<file path="src/rtl/day_3_topk.sv">
// Streaming K-digit top-pick solver: per bank, keeps the largest ordered K-digit subsequence,
// converts it to binary and accumulates; emits the total after tlast. Optional stats: DAY3_TOPK_STATS_EN.
module day_3_topk #(
  parameter int unsigned K           = 12,
  parameter int unsigned OUTPUTWIDTH = 64
) (
  input  logic                   clk,
  input  logic                   rst,
  input  logic                   s_axis_tvalid,
  output logic                   s_axis_tready,
  input  logic [3:0]             s_axis_tdata,
  input  logic                   s_axis_tuser,
  input  logic                   s_axis_tlast,
  output logic                   m_axis_tvalid,
  input  logic                   m_axis_tready,
  output logic [OUTPUTWIDTH-1:0] m_axis_tdata,
  output logic                   m_axis_tlast
`ifdef DAY3_TOPK_STATS_EN
  ,
  output logic [31:0]            bank_count,
  output logic [31:0]            short_bank_count
`endif
);

  localparam int unsigned BW = 4 * K;

  localparam logic [1:0] S_IDLE   = 2'd0;
  localparam logic [1:0] S_CONV   = 2'd1;
  localparam logic [1:0] S_OUTPUT = 2'd2;

  logic [1:0]             state;
  logic [BW-1:0]          best    [1:K];
  logic [K:1]             bval;
  logic [BW-1:0]          best_nx [1:K];
  logic [K:1]             bval_nx;
  logic [BW-1:0]          pre     [0:K-1];
  logic [K-1:0]           pv;
  logic [BW-1:0]          cand;
  logic [4:0]             len;
  logic [BW-1:0]          conv_bcd;
  logic                   conv_ok;
  logic                   conv_last;
  logic [4:0]             idx;
  logic [OUTPUTWIDTH-1:0] acc;
  logic [OUTPUTWIDTH-1:0] acc_nx;
  logic [OUTPUTWIDTH-1:0] sum;
  logic                   beat_acc;
  logic                   eob;
  logic                   dig_ok;

  assign beat_acc     = s_axis_tvalid & s_axis_tready;
  assign eob          = s_axis_tuser | s_axis_tlast;
  assign dig_ok       = (s_axis_tdata <= 4'd9);
  assign m_axis_tdata = sum;
  assign m_axis_tlast = m_axis_tvalid;
  assign acc_nx       = acc * OUTPUTWIDTH'(10) + OUTPUTWIDTH'(conv_bcd[BW-1 -: 4]);

  // Best j-digit values are right-aligned BCD, so lexicographic order equals numeric order.
  always_comb begin
    cand   = '0;
    pre[0] = '0;
    pv     = '0;
    pv[0]  = 1'b1;
    for (int unsigned j = 1; j < K; j++) begin
      pre[j] = best[j];
      pv[j]  = bval[j];
    end
    bval_nx = bval;
    for (int unsigned j = 1; j <= K; j++) begin
      best_nx[j] = best[j];
    end
    if (dig_ok) begin
      for (int unsigned j = 1; j <= K; j++) begin
        cand = (pre[j-1] << 4) | BW'(s_axis_tdata);
        if (pv[j-1] && (!bval[j] || cand > best[j])) begin
          best_nx[j] = cand;
          bval_nx[j] = 1'b1;
        end
      end
    end
  end

  always_ff @(posedge clk or posedge rst) begin
    if (rst) begin
      state         <= S_IDLE;
      s_axis_tready <= 1'b0;
      m_axis_tvalid <= 1'b0;
      sum           <= '0;
      acc           <= '0;
      conv_bcd      <= '0;
      conv_ok       <= 1'b0;
      conv_last     <= 1'b0;
      idx           <= '0;
      len           <= '0;
      bval          <= '0;
      for (int unsigned j = 1; j <= K; j++) begin
        best[j] <= '0;
      end
    end else begin
      case (state)
        S_IDLE: begin
          s_axis_tready <= 1'b1;
          if (beat_acc) begin
            if (eob) begin
              // Snapshot the result including this beat's digit, then start the next bank clean.
              conv_bcd      <= best_nx[K];
              conv_ok       <= bval_nx[K];
              conv_last     <= s_axis_tlast;
              idx           <= '0;
              acc           <= '0;
              len           <= '0;
              bval          <= '0;
              for (int unsigned j = 1; j <= K; j++) begin
                best[j] <= '0;
              end
              s_axis_tready <= 1'b0;
              state         <= S_CONV;
            end else begin
              bval <= bval_nx;
              for (int unsigned j = 1; j <= K; j++) begin
                best[j] <= best_nx[j];
              end
              if (dig_ok && len != 5'(K)) begin
                len <= len + 5'd1;
              end
            end
          end
        end
        S_CONV: begin
          acc      <= acc_nx;
          conv_bcd <= conv_bcd << 4;
          idx      <= idx + 5'd1;
          if (idx == 5'(K - 1)) begin
            if (conv_ok) begin
              sum <= sum + acc_nx;
            end
            if (conv_last) begin
              state         <= S_OUTPUT;
              m_axis_tvalid <= 1'b1;
            end else begin
              state         <= S_IDLE;
              s_axis_tready <= 1'b1;
            end
          end
        end
        S_OUTPUT: begin
          if (m_axis_tready) begin
            m_axis_tvalid <= 1'b0;
            sum           <= '0;
            state         <= S_IDLE;
            s_axis_tready <= 1'b1;
          end
        end
        default: begin
          state         <= S_IDLE;
          s_axis_tready <= 1'b0;
        end
      endcase
    end
  end

`ifdef DAY3_TOPK_STATS_EN
  always_ff @(posedge clk or posedge rst) begin
    if (rst) begin
      bank_count       <= '0;
      short_bank_count <= '0;
    end else if (state == S_OUTPUT && m_axis_tready) begin
      bank_count       <= '0;
      short_bank_count <= '0;
    end else if (state == S_IDLE && beat_acc && eob) begin
      if (bank_count != '1) begin
        bank_count <= bank_count + 32'd1;
      end
      if (!bval_nx[K] && short_bank_count != '1) begin
        short_bank_count <= short_bank_count + 32'd1;
      end
    end
  end
`endif

endmodule

</file>
<file path="config.mk">
export PLATFORM = sky130hd
export DESIGN_NAME = day_3_topk
export DESIGN_NICKNAME = d
export VERILOG_FILES = /design/src/rtl/day_3_topk.sv
export SDC_FILE = /design/constraint.sdc
export NUM_CORES = 2
export LEC_CHECK = 0
export ABC_AREA = 1
export CAP_MARGIN = 20
export CORE_ASPECT_RATIO = 1.25
export CORE_MARGIN = 4
export CORE_UTILIZATION = 35
export CTS_BUF_LIST = sky130_fd_sc_hd__clkbuf_2
export DETAILED_ROUTE_END_ITERATION = 8
export GPL_TIMING_DRIVEN = 0
export PLACE_DENSITY = 0.59
export SYNTH_ARGS = -nofsm -noshare
export SYNTH_HDL_FRONTEND = slang
export SYNTH_SLANG_ARGS = --single-unit
</file>
<file path="constraint.sdc">
create_clock -name clk -period 24 [get_ports clk]
set_input_delay 3.6 -clock clk [delete_from_list [all_inputs] [get_ports clk]]
set_output_delay 3.6 -clock clk [all_outputs]
set_load 0.02 [all_outputs]
</file>
==> After elaboration in Yosys (flattened, before gate mapping) <==
Index checks and enable logic that the tools add are counted.
W data, S select, Z words.
{ "classes": {"addsub": 3, "n_mul": 1, "magnitude_cmp": 13, "n_eq_ne": 10, "muxes": 57, "n_bitwise": 13, "reduce_logical": 68} }
{ "ops": {"columns": ["op", "count"], "rows": [
  ["$mux W576", 2],
  ["$mux W48", 14],
  ["$gt A48 B48 Y1", 11],
  ["$or A48 B4 Y48", 11],
  ["$mux W64", 5],
  ["$pmux W64 S2", 2],
  ["$pmux W48 S2", 1],
  ["$add A64 B4 Y64", 1],
  ["$add A64 B64 Y64", 1],
  ["$mul A64 B3 Y63 const B", 1],
  ["$reduce_and A4 Y1", 14],
  ["$gt A4 B48 Y1", 1],
  ["$reduce_bool A2 Y1", 14],
  ["$mux W12", 2],
  ["$mux W1", 20],
  ["$ne A2 B2 Y1 const B", 7],
  ["$logic_not A1 Y1", 12],
  ["$logic_or A1 B1 Y1", 12],
  ["$logic_and A1 B1 Y1", 11],
  ["$mux W2", 5],
  ["$mux W5", 2],
  ["$pmux W5 S2", 1],
  ["$reduce_and A3 Y1", 3],
  ["$pmux W2 S3", 1],
  ["11 further kinds", 11]
]} }
{ "totals": {"reg_bits": 775, "in_bits": 10} }

==> Depth between registers and ports, before layout <==
{ "depth": {"ltp_word": 9, "depth_mapped": 40, "depth_no_buf": 40} }

==> Worst setup path after synthesis <==
No wires, ideal clock.
{ "synth_path": {"path_kind": "input port to flip-flop", "from": "in s_axis_tdata[0]", "to": "reg best[204] (netlist bit)", "setup_ps": 138, "t_arrival_ps": 5571, "t_required_ps": 23862, "setup_slack_ps": 18291, "cell_stages": 18, "path_buffers": 2, "path_cell_list": "inv_1 > ha_1 > inv_1 > a21oi_1 > o21ai_0 > nand2_1 > o211ai_1 > nand2_1 > o2111a_1 > o21ai_0 > nand2_1 > nand2_1 > nand3_1 > nand2_1 > nand2_1 > clkbuf_1 > clkbuf_1 > o22ai_1"} }
{ "synth_via": {"elab_chain_cells": 6} }
{ "synth_rtl": {"columns": ["element", "line_no", "rtl"], "rows": [
  ["start: declaration", "11", "input logic [3:0] s_axis_tdata,"],
  ["$or A48 B4 Y48", "74", "cand = (pre[j-1] << 4) | BW'(s_axis_tdata);"],
  ["$gt A48 B48 Y1", "75", "if (pv[j-1] && (!bval[j] || cand > best[j])) begin"],
  ["$logic_or A1 B1 Y1", "75", null],
  ["$logic_and A1 B1 Y1", "75", null],
  ["$reduce_bool A2 Y1 (no source line)", null, null],
  ["$reduce_and A4 Y1 (no source line) (*)", null, null],
  ["end signal: indexed assignment", "121", "best[j] <= best_nx[j];"],
  ["end: declaration", "32", "logic [BW-1:0] best [1:K];"]
]} }
Mark *: on every way between the ends. The rest lies on a longest branch, timed or not.
A chain may end at the register's enable or synchronous reset.

==> Worst setup path after layout <==
{ "layout_path": {"from": "reg acc[1]", "to": "reg sum[54], in the netlist m_axis_tdata[54]"} }
{ "layout_via": {"elab_chain_cells": 6} }
{ "layout_rtl": {"columns": ["element", "line_no", "rtl"], "rows": [
  ["start: declaration", "44", "logic [OUTPUTWIDTH-1:0] acc;"],
  ["start signal: assignment", "130", "acc <= acc_nx;"],
  ["$mul A64 B3 Y63", "56", "assign acc_nx = acc * OUTPUTWIDTH'(10) + OUTPUTWIDTH'(conv_bcd[BW-1 -: 4]);"],
  ["$add A64 B4 Y64", "56", null],
  ["$add A64 B64 Y64", "135", "sum <= sum + acc_nx;"],
  ["$mux W64", "134", "if (conv_ok) begin"],
  ["$mux W64", "133", "if (idx == 5'(K - 1)) begin"],
  ["$pmux W64 S2", "100", "case (state)"],
  ["end signal: assignment", "135", null],
  ["end: declaration", "46", "logic [OUTPUTWIDTH-1:0] sum;"]
]} }
Every way passes these cells. The select of a mux whose other input is x is not followed.

==> impl_metrics.py <==
metrics = {
    "synth": {
        "synth_adder_area_share_pct": 16.21,
        "synth_top_area_cell": "dfrtp_1",
        "synth_top_family_by_area": "simple AND/OR/NAND/NOR gates",
        "yosysUniqueCellTypes": 68,
        "synth_seq_cells": 520,
        "synth_ff_type": "dfrtp_1",
        "synth-edff-count": 0,
        "synth_mux_area_share_pct": 0,
        "synth_top_area_share_pct": 32.11,
        "yosysSeqAreaShare_pct": 32.11,
        "synth-compound-area-share_pct": 14.65,
        "synthMostInstantiatedCell": "nand2_1",
        "avgSynthCellArea_sq_um": 7.229,
        "synthTopCellsByCount": "nand2_1 (1393), inv_1 (873), dfrtp_1 (520), ha_1 (520), nand3_1 (347)",
        "async_flop_share_pct": 100.0,
        "syn_nets": 6138,
        "synth_simple_gate_area_share_pct": 25.73,
        "synth_area_leaders": "dfrtp_1 (32%), ha_1 (16%), nand2_1 (13%)",
        "yosysWarnings": 0,
        "netlist_area_sq_mm": 0.04052,
        "synth_cells": 5605,
        "synth-xor-area-share_pct": 1.504,
    },
    "critical_path": {
        "path_common_cell": "nand2_1",
        "required_ns": 25.33,
        "start_kind": "flop",
        "critPathArrivalTime_ns": 7.98,
        "timing.rr.end": "m_axis_tdata[54]",
        "crit_path_top_delay_cell": "dfrtp_1",
        "crit_path_end": "m_axis_tdata[54]",
        "reg2reg_depth": 30,
        "cp-end-kind": "flop",
        "worstPathMaxFanout": 7,
        "r2r-start": "acc[1]",
        "max_stage_delay_ns": 0.45,
        "r2r_slack_ns": 17.35,
        "crit_type": "flop to flop",
        "worstSetupStartpoint": "acc[1]",
    },
    "clock_tree": {
        "cts_setup_buffers": 0,
        "ctsHoldBuffers": 0,
        "htree_levels": 4,
        "ctsResizeCount": 0,
        "cts_made_buffers": 149,
        "clockBufferDepth": 3,
        "path_clk_slew_ns": 0.10,
        "clock_latency_ns": 1.44,
        "cts_tree": "built",
        "ctsRootBufferMaster": "clkbuf_2",
        "cts.sinks": 520,
    },
    "global_route": {
        "globalRouteOverflowTotal": 0,
        "antenna_found_initial": 3,
        "grt_start_max_net_pins": 116,
        "grt_pass1_vias": 38990,
        "grt_first_pass_wirelength_um": 216200,
        "grt_usage_pct": 22.96,
    },
    "detailed_routing": {
        "final_antenna_net_count": 0,
        "routed_wl_um": 141400,
        "dr.pass1.iters": 5,
        "vias": 38310,
        "viasPerCell": 5.121,
        "route.detailed.drc": 0,
        "drt_iter0_markers": 2330,
        "wl_per_cell_um": 18.90,
    },
    "run_status": {
        "status": "finished clean",
    },
    "hold_path": {
        "min_delay_path_depth": 1,
        "worstHoldStart": "idx[4]",
        "hp-class": "flop to flop",
    },
    "floorplan": {
        "core_region_area_sq_mm": 0.1150,
        "initial_core_util_pct": 35.25,
        "die_area_sq_mm": 0.1213,
        "fp.dieW_um": 312.3,
        "die_h_um": 388.4,
        "pin_count": 77,
        "rows": 139,
    },
    "sta": {
        "tns_ns": 0,
        "max_freq_mhz": 150.4,
        "fin_ws_ns": 17.35,
        "rsz0062_at_grt": "no",
        "slew_headroom_pct": 23.17,
        "tightest_slew_ns": 1.142,
        "hold_viol_final": 0,
        "min_period_ns": 6.650,
        "drv_slew": 0,
        "skew_ns": 0.1229,
        "timing.final.crit_share_pct": 27.71,
        "holdWs_ns": 0.4875,
        "finalSetupViolCount": 0,
    },
    "flow_run": {
        "cap_viol_max_count": 0,
    },
    "place": {
        "dp_hpwl_um": 116600,
        "portBuffers": 76,
        "post-place-ws_ns": 15.87,
        "placed_area_sq_mm": 0.04340,
        "gp_congestion": 0.9548,
    },
    "power_and_ir_drop": {
        "power_density_mw_per_mm2": 106.2,
        "peakVddDrop_v": 0.00004905,
        "total_power_mw": 4.742,
        "leakage_nw": 22.61,
    },
    "layout": {
        "final_nets": 6374,
        "n_fill_cell": 12220,
        "final_cell_area_sq_mm": 0.04464,
        "drive_above_1_share_pct": 6.630,
        "syn_to_final_growth_pct": 10.16,
    },
}
## cells by family (layout without fill, tap and decap cells)
kind of cell / after synthesis / in the layout
buf+inv: 1053 / 1376
other cells: 0 / 2
flops: 520 / 520
compound gates: 1045 / 1045
xor+xnor: 61 / 61
simple gates: 2403 / 2403
fa+ha+maj: 523 / 523
## placed cells by master, fill, tap and decap left out, types with 23 or more instances in the layout
cell and count:
o22ai_1 197, clkbuf_2 206, a21oi_1 339, dfrtp_1 520, o21ai_0 325, nand2_1 1393
inv_2 44, nor2_1 341, nand4_1 71, clkdlybuf4s50_1 76, xor2_1 39, nand3_1 347
clkbuf_1 116, nor2_2 34, ha_1 520, a31oi_1 30, inv_1 872, and2_1 48
nor3_1 47, clkinv_1 23
## where the power goes
part,switching (mW),total (mW),internal (mW)
registers,0.182,1.23,1.05
clock network,0.410,0.660,0.251
logic,1.95,2.85,0.903
## critical path, delay by kind of cell (launching register included)
kind / cells / cell delay, ns
flip-flops: 1 / 0.45
AND/OR/NAND/NOR: 21 / 3.89
adder cells (fa/ha/maj): 4 / 1.40
AO/OA/AOI/OAI: 2 / 0.19
XOR/XNOR: 1 / 0.36
buffers and inverters: 2 / 0.25
## layout make-up
cell class | instances | area, sq um | area share (%)
Buffer | 136 | 528.0 | 1.183
Clock buffer | 206 | 1031 | 2.310
Antenna cell | 2 | 5.005 | 0.01121
Timing Repair Buffer | 85 | 930.9 | 2.085
Multi-Input combinational cell | 4032 | 23540 | 52.73
Clock inverter | 32 | 200.2 | 0.4485
Inverter | 917 | 3450 | 7.728
Tap cell | 1551 | 1941 | 4.348
Sequential cell | 520 | 13010 | 29.15
## how the worst min path moves through the flow
stage	to	slack (ns)
floorplan	idx[4]	0.43
global placement	idx[4]	0.46
detailed placement	conv_ok	0.48
CTS	idx[4]	0.50
global route	idx[4]	0.51
finish	idx[4]	0.49
## flip-flops by register name (all words and copies together) (netlist names), 2 cells and up
signal / flops
acc: 63
best: 322
bval: 12
conv_bcd: 48
idx: 5
m_axis_tdata: 64
state: 2
## metal layers
metal | share of wire [%] | wire (um) | global-route usage, % | vias up
met5 | 0 | 0 | 0 | -
met4 | 6.8 | 9686 | 14.16 | 0
met3 | 3.6 | 5131 | 3.199 | 389
met2 | 51 | 72340 | 42.78 | 873
met1 | 38 | 54260 | 24.32 | 17940
li1 | - | - | - | 19100
## metrics by stage
step | util, % | cells
after floorplan | - | 5605
after global placement | 37.60 | 7232
after detailed placement | 37.75 | 7241
after CTS | 38.82 | 7479
after global routing | 38.83 | 7480
final | 38.83 | 7481
(Power assumes the default switching activity.)
==> RTL edit, RTL diff (same flow settings) <==
`OUTPUTWIDTH`: 64 -> 68.
--- a/src/rtl/day_3_topk.sv
+++ b/src/rtl/day_3_topk.sv
@@ -2,7 +2,7 @@
 // converts it to binary and accumulates; emits the total after tlast. Optional stats: DAY3_TOPK_STATS_EN.
 module day_3_topk #(
   parameter int unsigned K           = 12,
-  parameter int unsigned OUTPUTWIDTH = 64
+  parameter int unsigned OUTPUTWIDTH = 68
 ) (
   input  logic                   clk,
   input  logic                   rst,
Ports: changed (resized m_axis_tdata); port bits go from 77 to 81. The function was not compared with the original's and may differ.
==> RTL edit against the unedited design <==
- non-clock buffer count rose by 24
- synthesized area rose by 5.3%
- clock skew rose by 0.0098 ns
- routed wire length rose by 3.4%
- sequential share of layout area fell by 0.96 points
- via count rose by 7.6%
- die area rose by 5.1%
- worst setup slack got worse by 0.55 ns
- total power rose by 3.1%
- sequential cell count rose by 8
- cell area rose by 5.0%
==> RTL edit: results <==
group,metric,value,unit
worst_hold_path,min_path_cells,2,
clock_network,clock_latency,1.52,ns
placed_design,dpl_worst_slack,15.71,ns
route,final_antenna_net_count,0,
critical_path,max_stage_delay,0.79,ns
layout,sh_seq_area,0.282,
route,routedWlPerCell,18.0,µm
clock_network,post_cts_buffers,0,
placed_design,hpwl,121000,µm
critical_path,arrival,8.55,ns
synthesis,synth_area_leaders,"dfrtp_1 (31%), ha_1 (16%), nand2_1 (16%)",
power,switchingPower,2.65,mW
synthesis,seq_area_frac_synth,0.310,
placed_design,placed_area,0.0456,mm²
synthesis,synth_nets,6755,
layout,antenna_cells,3,
sta,skew,0.133,ns
clock_network,cts_buffers,140,
clock_network,cts_resized,0,
layout,signal_buffers,245,
layout,design_area,0.0469,mm²
layout,largest_register,"best",
global_route,first_global_vias,40900,
clock_network,cts_buffer_depth,3,
global_route,grt_pass1_wl,226000,µm
placed_design,gp_congestion,1.02,
layout,fillers,13100,
layout,nClkBuffers,183,
die,die_w,320,µm
clock_network,clk_transition_reported_paths,0.10,ns
synthesis,synthDistinctLibCells,54,
critical_path,reg2reg_depth,31,
synthesis,yosys_warnings,0,
layout,drive_gt1_frac,0.0455,
worst_hold_path,hp-class,"reg2reg",
synthesis,ys_top_cells_by_count,"nand2_1 (1765), inv_1 (982), ha_1 (534)",
layout,num-nonclk-inverters,1005,
power,p_leak,24.5,nW
layout,num-multi-input-gates,4520,
sta,relSlewSlack,0.231,
run_status,status,"finished, final reports clean",
global_route,grt_max_degree,101,
global_route,antenna_found_initial,3,
synthesis,ys_ff_latch,528,
layout,multi_input_area_share,0.535,
critical_path,crit_path_top_delay_cell,"o21ai_0",
placed_design,io_buffers,80,
critical_path,cp_max_fo,6,
route,drtIter0Drc,2475,
global_route,globalRouteTotalUtil,0.226,
layout,clkCellAreaFrac,0.0261,
critical_path,path_delay_family,"simple AND/OR/NAND/NOR gates",
layout,nonClkBufAreaFrac,0.0339,
route,first_pass_iters,5,
layout,largest_reg_flops,322,
clock_network,cts-root-buf,"clkbuf_2",
layout,nets,6987,
route,detail_route.vias_per_cell,5.08,
clock_network,h-tree-depth,4,
power,ir_worst_vdd,0.0833,mV
## RTL edit: kinds of logic after synthesis
| group | Yosys count | synth area share |
|---|---|---|
| DFF | 528 | 0.310 |
| buffers and inverters | 1160 | 0.102 |
| muxes | 1 | 0.000264 |
| adders and majority gates | 537 | 0.158 |
| AOI/OAI and AO/OA | 1020 | 0.132 |
| and+or+nand+nor | 2890 | 0.281 |
| xor gates and xnor gates | 72 | 0.0164 |
## RTL edit: per-layer routing
metal  vias up  GRT usage  share of wire
met2       926      0.403           0.49
li1      20800          -              -
met4         0      0.123          0.058
met3       353     0.0329          0.043
met1     19100      0.261           0.41
met5         -          0              0
## RTL edit: power by group through the flow
stage / Combinational, mW / Clock, mW / Sequential [mW]
finish: 2.96 / 0.656 / 1.27
global route: 3.31 / 0.725 / 1.29
CTS: 2.94 / 0.683 / 1.27
detailed placement: 2.92 / 0 / 1.29
floorplan: 1.91 / 0 / 1.25
global placement: 2.89 / 0 / 1.28
## RTL edit: stage by stage
step / TNS, ns / std cells / power (mW) / hold slack (ns)
2_1_floorplan: 0 / 6208 / 3.16 / 0.450
6_report: 0 / 8120 / 4.89 / 0.480
3_3_place_gp: -751.21 / 7872 / 4.17 / 0.463
3_5_place_dp: 0 / 7880 / 4.20 / 0.466
4_1_cts: 0 / 8115 / 4.89 / 0.483
5_1_grt: 0 / 8119 / 5.33 / 0.509
## RTL edit: path summary, 6_finish.rpt
check / start / end / slack (ns)
worst max-delay path: acc[1] / m_axis_tdata[44] / 16.80
worst min-delay path: best[127] / best[83] / 0.48
worst max register to register: acc[1] / m_axis_tdata[44] / 16.80
worst min register to register: best[127] / best[83] / 0.48
max in group asynchronous: rst / acc[56] / 19.99
min in group asynchronous: rst / best[12] / 2.50
